### config.mk
export PLATFORM = sky130hd
export DESIGN_NAME = ofb_stream_ctrl
export DESIGN_NICKNAME = d
export VERILOG_FILES = /design/src/rtl/ofb_pkg.sv /design/src/rtl/ofb_stream_ctrl.sv
export SDC_FILE = /design/constraint.sdc
export NUM_CORES = 1
export LEC_CHECK = 0
export ABC_AREA = 1
export CORE_AREA = 2 2 189 191
export DETAILED_ROUTE_END_ITERATION = 8
export DIE_AREA = 0 0 191 193
export PLACE_DENSITY = 0.71
export SLEW_MARGIN = 20
export SYNTH_ARGS = -nofsm -noshare
export SYNTH_HDL_FRONTEND = slang
export SYNTH_SLANG_ARGS = --single-unit
### constraint.sdc
create_clock -name clk -period 1.78 [get_ports clk]
set_input_delay 0.267 -clock clk [delete_from_list [all_inputs] [get_ports clk]]
set_output_delay 0.267 -clock clk [all_outputs]
set_load 0.02 [all_outputs]
### src/rtl/ofb_pkg.sv
// Shared types and constants for the OFB stream controller.
// Holds the FSM state enum, default widths and the DES known-answer vector.
`timescale 1ns/1ps
package ofb_pkg;

    localparam int BLK_W_DEF = 64;
    localparam int CNT_W_DEF = 32;

    typedef enum logic [2:0] {
        UNCFG,
        START,
        WAIT,
        HAVE_KS,
        DRAIN
    } ofb_state_t;

    // DES reference vector: E_K(IV) under this key is KAT_CT.
    localparam logic [63:0] KAT_KEY = 64'h1334_5779_9BBC_DFF1;
    localparam logic [63:0] KAT_IV  = 64'h0123_4567_89AB_CDEF;
    localparam logic [63:0] KAT_CT  = 64'h85E8_1354_0F0A_B405;

endpackage

### src/rtl/ofb_stream_ctrl.sv
// OFB-mode stream controller around an external DES block core.
// Keystream = E_K(feedback); each accepted block is XORed with it and registered.
//
// state   | meaning
// UNCFG   | no key/IV loaded, input blocked
// START   | core_start pulse with current feedback/key
// WAIT    | waiting for core_done of the live request
// HAVE_KS | keystream ready, accepting one input block
// DRAIN   | reloaded while a request was in flight; next core_done is dropped
`timescale 1ns/1ps
module ofb_stream_ctrl
    import ofb_pkg::*;
#(
    parameter int BLK_W = BLK_W_DEF,
    parameter int CNT_W = CNT_W_DEF
) (
    input  logic             clk,
    input  logic             rst_n,
    input  logic             cfg_load,
    input  logic [BLK_W-1:0] cfg_key,
    input  logic [BLK_W-1:0] cfg_iv,
    input  logic             in_valid,
    output logic             in_ready,
    input  logic [BLK_W-1:0] in_data,
    output logic             out_valid,
    input  logic             out_ready,
    output logic [BLK_W-1:0] out_data,
    output logic             core_start,
    output logic [BLK_W-1:0] core_in,
    output logic [BLK_W-1:0] core_key,
    input  logic             core_done,
    input  logic [BLK_W-1:0] core_out,
    output logic [CNT_W-1:0] block_cnt,
    output logic             busy
);

    ofb_state_t       state, state_nx;
    logic [BLK_W-1:0] key, feedback, ks;
    logic             ks_valid;
    logic             in_fire;

    assign in_ready = (state == HAVE_KS) && ks_valid && !cfg_load &&
                      (!out_valid || out_ready);
    assign in_fire  = in_valid && in_ready;
    assign core_in  = feedback;
    assign core_key = key;
    assign busy     = (state == START) || (state == WAIT);

    always_comb begin
        state_nx   = state;
        core_start = 1'b0;
        unique case (state)
            UNCFG: begin
                if (cfg_load) state_nx = START;
            end
            START: begin
                core_start = 1'b1;
                state_nx   = cfg_load ? DRAIN : WAIT;
            end
            WAIT: begin
                // A done arriving with the reload retires the stale request itself.
                if (cfg_load)       state_nx = core_done ? START : DRAIN;
                else if (core_done) state_nx = HAVE_KS;
            end
            HAVE_KS: begin
                if (cfg_load || in_fire) state_nx = START;
            end
            DRAIN: begin
                if (core_done) state_nx = START;
            end
            default: state_nx = UNCFG;
        endcase
    end

    always_ff @(posedge clk or negedge rst_n) begin
        if (!rst_n) begin
            state     <= UNCFG;
            key       <= '0;
            feedback  <= '0;
            ks        <= '0;
            ks_valid  <= 1'b0;
            out_valid <= 1'b0;
            out_data  <= '0;
            block_cnt <= '0;
        end else begin
            state <= state_nx;
            if (cfg_load) begin
                key       <= cfg_key;
                feedback  <= cfg_iv;
                ks_valid  <= 1'b0;
                block_cnt <= '0;
            end else begin
                if ((state == WAIT) && core_done) begin
                    ks       <= core_out;
                    feedback <= core_out;
                    ks_valid <= 1'b1;
                end
                if (in_fire) begin
                    ks_valid  <= 1'b0;
                    block_cnt <= block_cnt + {{(CNT_W-1){1'b0}}, 1'b1};
                end
            end
            // Output register is independent of reloads; pending data waits for the sink.
            if (in_fire) begin
                out_data  <= in_data ^ ks;
                out_valid <= 1'b1;
            end else if (out_ready) begin
                out_valid <= 1'b0;
            end
        end
    end

endmodule
## Word level (Yosys, flattened, before mapping)

Index checks and enable logic that the tools add are counted.
W data, S select, Z words.

| cells by class | value |
|---|---|
| $add $sub $neg | 1 |
| equality and inequality tests | 8 |
| mux-type cells | 18 |
| bitwise logic cells | 2 |
| reduce and logical (&&, ||, !) cells | 17 |

Operators by type and width:

| operator | number |
|---|---|
| $mux W64 | 2 |
| $mux W32 | 2 |
| $xor A64 B64 Y64 | 1 |
| $add A32 B1 Y32 const B | 1 |
| $mux W3 | 7 |
| $pmux W3 S5 | 1 |
| $eq A3 B2 Y1 const B | 2 |
| $mux W1 | 6 |
| $reduce_bool A2 Y1 | 3 |
| $logic_and A1 B1 Y1 | 5 |
| $ne A2 B2 Y1 const B | 2 |
| $reduce_and A4 Y1 | 1 |
| $eq A3 B1 Y1 const B | 1 |
| $eq A3 B3 Y1 const B | 1 |
| $logic_not A3 Y1 | 1 |
| $logic_or A1 B1 Y1 | 3 |
| $ne A3 B3 Y1 const B | 1 |
| $reduce_bool A3 Y1 | 1 |
| $logic_not A1 Y1 | 2 |
| $ne A2 B1 Y1 const B | 1 |
| $reduce_and A2 Y1 | 1 |
| $not A1 Y1 | 1 |

| storage, ports and cells | value |
|---|---|
| flip-flop bits (word level) | 293 |
| input port bits | 262 |
| logic and storage cells | 54 |

## Longest topological paths before layout

| depth | value |
|---|---|
| word-level depth | 8 |
| gate-level depth with buffers | 9 |

## Worst setup path before layout

OpenSTA, ideal clock, no wires.

| timing path | value |
|---|---|
| path kind | reg2reg |
| from | register block_cnt[1] |
| to | register block_cnt[10] |
| library setup time | 0.078 ns |
| arrival time | 1.428 ns |
| path slack | 0.274 ns |
| stages on the path, launching flop included | 8 |
| buffers on the path | 0 |
| clock period less this slack | 1.506 ns |
| cell sequence | dfrtp_1 ha_1 nand3_2 nor2_2 nand2_1 nor2_4 o21ai_0 a21oi_1 |

| on the way | value |
|---|---|
| cells in the longest elaborated chain, start to end | 3 |

Ends and longest elaborated chain:

| what | line | text |
|---|---|---|
| start: declaration | ofb_stream_ctrl.sv:33 | `output logic [CNT_W-1:0] block_cnt,` |
| start signal: assignment | ofb_stream_ctrl.sv:100 | `block_cnt <= block_cnt + {{(CNT_W-1){1'b0}}, 1'b1};` |
| $add A32 B1 Y32 | ofb_stream_ctrl.sv:100 |  |
| $mux W32 | ofb_stream_ctrl.sv:98 | `if (in_fire) begin` |
| $mux W32 | ofb_stream_ctrl.sv:87 | `if (cfg_load) begin` |

No other way between the ends. The select of a mux whose other input is x is not followed.
A chain may end at the register's enable or synchronous reset.

## Final worst setup path

| timing path | value |
|---|---|
| from | register feedback[20], in the netlist core_in[20] |
| to | output core_in[20] |

RTL lines:

| what | line | text |
|---|---|---|
| start: declaration | ofb_stream_ctrl.sv:38 | `logic [BLK_W-1:0] key, feedback, ks;` |
| start signal: assignment | ofb_stream_ctrl.sv:89 | `feedback <= cfg_iv;` |
| start signal: assignment | ofb_stream_ctrl.sv:95 | `feedback <= core_out;` |
| end: declaration | ofb_stream_ctrl.sv:29 | `output logic [BLK_W-1:0] core_in,` |

No word-level cell between the ends.

==> summary.md <==
| Metric | Value |
|---|---|
| Via Count | `roughly 12000` |
| Post-Place Worst Slack | `-0.114 ns` |
| Tcrit/Tclk final | `between 90% and 100%` |
| LEAKAGE | `roughly 10 nW` |
| Die ar. | `between 30000 and 40000 µm²` |
| Post-synthesis sequential area ratio | `~58%` |
| Synth Area in XOR/XNOR | `under 10%` |
| WS Path Type | `reg -> out` |
| Post-Route WL | `between 40000 and 50000 µm` |
| GP Congestion | `0.941` |
| TritonCTS Buffers | `34` |
| Buf/Inv on CP | `1` |
| PortBufs | `between 400 and 500` |
| Crit-path max cell delay | `0.62 ns` |
| Proportion of synthesized area in mux cells | `0%` |
| Share of cells above drive strength 1 | `6.10%` |
| Largest net degree at the start of global routing | `about 140` |
| VDD IR max | `roughly 600 µV` |
| Most frequent cells in the layout | `645 x nand2_1, 315 x clkdlybuf4s50_1, 291 x dfrtp_1, 106 x o21ai_0, 94 x dlygate4sd2_1` |
| Synth Area in Adders | `less than 1%` |
| Grt total ovfl | `0` |
| Max-slew violation count | `0` |
| Initial DRC count | `around 740` |
| Slew @ Worst Pin | `~0.68 ns` |
| RSZ-0062 raised after global routing | `yes` |
| Total GRT Usage | `23.2%` |
| DP Area | `18200 µm²` |
| Final setup viols | `0` |
| Required time worst endpoint | `1.51 ns` |
| Clock insertion delay at the later pin of the skew report | `~0.5 ns` |
| Drt pass-1 iters | `7` |
| Chip Height | `about 190 µm` |
| Ys Warns | `0` |
| Clk pin slew, worst setup/hold paths | `0.06 ns` |
| Syn Nets | `approximately 1700` |
| Main combinational cell family by area after synthesis | `simple AND/OR/NAND/NOR gates` |
| Clk root buf | `clkbuf_16` |
| Multi-input gate area | `approximately 4800 µm²` |
| Mapped Cells | `1463` |
| #FFs+latches synth | `293` |
| Final worst setup slack | `0.0376 ns` |
| First-pass GRT wire length | `about 66000 µm` |
| Primary FF master, synth | `dfrtp_1` |
| Max_cap viols | `0` |
| Clk buf depth | `3` |
| Hold Path Class | `in -> reg` |
| Final Net Count | `roughly 2200` |
| Slowest CP cell | `clkdlybuf4s50_1` |
| Minimum clock period | `between 1.5 and 2 ns` |
| Core area | `35000 µm²` |
| Post-route cell area | `19400 µm²` |
| Slew headroom | `54.4%` |
| FF/Latch Area | `between 7000 and 8000 µm²` |
| Vias in the first global route | `11900` |
| Most common cell after layout, fill and taps aside | `nand2_1` |
| Initial antenna violation count | `3` |
| Max Clk Rate | `0.574 GHz` |
| Clock skew | `between 0.02 and 0.025 ns` |
| Post-route ant nets | `0` |
| Rows | `69` |
| Pwr/cell area | `about 1000 nW/µm²` |
| Routed len/inst | `roughly 18 µm` |
| Startpoint types | `register` |
| Synth unique cells | `35` |
| Detailed placer's ending HPWL | `roughly 32000 µm` |
| Simple-gate share of the synthesized area | `between 20% and 30%` |
| CP Max Fanout | `2` |
| TritonCTS clock tree | `built` |
| Initial core utilization | `36.2%` |
| Crit path max-delay family | `buffers and inverters` |
| Area Overhead vs Synth | `53.1%` |
| CP cell instances | `clkdlybuf4s50_1` |
| Htree depth | `2` |
| Run status | `finished clean` |
| Via-to-Cell Ratio | `between 4 and 5` |
| Post-Syn Area | `between 10000 and 15000 µm²` |
| Fraction of the mapped netlist area in compound gates | `under 10%` |
| Syn avg cell area | `a little under 9 µm²` |
| CTS sink count | `293` |
| Final Hold Viols | `0` |
| Number of remaining DRC errors | `0` |
| Critical Path End Type | `output pin` |
| Die width | `roughly 190 µm` |
| Fillers | `3158` |
| Asr flop ratio synth | `100%` |
| IO Pins | `490` |
| EDFF count, synth | `0` |
| Critical Path AT | `between 1 and 1.5 ns` |
[synthesized netlist by cell type, drive strengths merged (2+ instances only)]
| library cell | count | share of area [%] |
|---|---|---|
| a21oi | 14 | 0.55 |
| a31oi | 3 | 0.15 |
| buf | 38 | 1.8 |
| clkbuf | 30 | 0.89 |
| dfrtp | 293 | 58 |
| inv | 38 | 1.1 |
| nand2 | 647 | 19 |
| nand3 | 90 | 3.7 |
| nand4 | 17 | 0.96 |
| nor2 | 77 | 2.9 |
| nor3 | 3 | 0.16 |
| o21ai | 139 | 5.5 |
| xnor2 | 64 | 4.4 |
| xor2 | 2 | 0.14 |
[report_power, final]
part | switching, W | leakage [nW] | internal, W | total, W
sequential | 0.000780 | 3.78 | 0.00786 | 0.00864
combinational | 0.00254 | 5.82 | 0.00235 | 0.00489
clock | 0.00269 | 0.512 | 0.00387 | 0.00655
total | 0.00600 | 10.1 | 0.0141 | 0.0201
[metrics by stage]
step                      instances  utilization [%]  setup TNS (ns)  power (W)  hold WS, ns
after floorplan                1463                -               0     0.0112      -0.0286
after global placement         2380             52.1          -0.200     0.0136        0.247
after detailed placement       2380             52.1          -0.260     0.0138        0.254
after CTS                      2442             54.8               0     0.0203        0.235
after global routing           2446             55.4         -0.0265     0.0212        0.261
final                          2447             55.4               0     0.0201        0.264
[metal layers]
| layer | part of all wire, % | global-route usage [%] | vias to the layer above | wire length (µm) |
|---|---|---|---|---|
| met5 | 0 | 0 | - | 0 |
| met4 | 3.5 | 8.41 | 0 | 1480 |
| met3 | 7.4 | 6.12 | 86 | 3170 |
| met2 | 49 | 39.8 | 457 | 21200 |
| met1 | 40 | 28.1 | 5545 | 17000 |
| li1 | - | - | 5650 | - |
[state kept, by name, summed over array words and instances (netlist names)]
| name | flops |
|---|---|
| ks | 64 |
| block_cnt | 32 |
| core_in | 64 |
| out_data | 64 |
| ks_valid | 1 |
| state | 3 |
| core_key | 64 |
| out_valid | 1 |
[repair_timing]
item | CTS | global route
resized for setup | 110 | 76
endpoints found under the setup margin | 97 | 78
pin swaps | 1 | 1
hold buffers | 1 | 0
endpoints found under the hold margin | 47 | 0
setup buffers | 2 | 2
[final cells by class]
cell class	instances	share of cell area, %
Clock buffer	52	5.16
Multi-Input combinational cell	1063	25.0
Clock inverter	7	0.213
Sequential cell	293	37.9
Timing Repair Buffer	529	28.0
Antenna cell	3	0.0388
Tap cell	461	2.98
Inverter	39	0.762
[worst min-delay path, delay by kind of cell]
family / cells / cell delay (ns)
AND/OR/NAND/NOR: 1 / 0.08
buffers and inverters: 2 / 0.29
AO/OA/AOI/OAI: 1 / 0.08
[logic make-up (layout without fill, tap and decap cells)]
family          count (synthesis)  in the layout
compound gates                160            160
xor+xnor                       66             66
fa+ha+maj                       1              1
buf+inv                       107            627
flops                         293            293
other cells                     0              3
simple gates                  836            836
[final timing paths]
path	end	cells after the start	start	slack, ns
worst max register to register	out_data[51]$_DFFE_PN0P_	7	state[0]$_DFFE_PN0P_	0.14
worst min-delay path	core_in[61]$_DFFE_PN0P_	4	cfg_load	0.26
max in group asynchronous	ks[57]$_DFFE_PN0P_	3	rst_n	0.77
worst min register to register	core_key[9]$_DFFE_PN0P_	2	core_key[9]$_DFFE_PN0P_	0.46
min in group asynchronous	out_data[12]$_DFFE_PN0P_	2	rst_n	0.31
worst max-delay path	core_in[20]	1	core_in[20]$_DFFE_PN0P_	0.04
(Power assumes the default switching activity.)
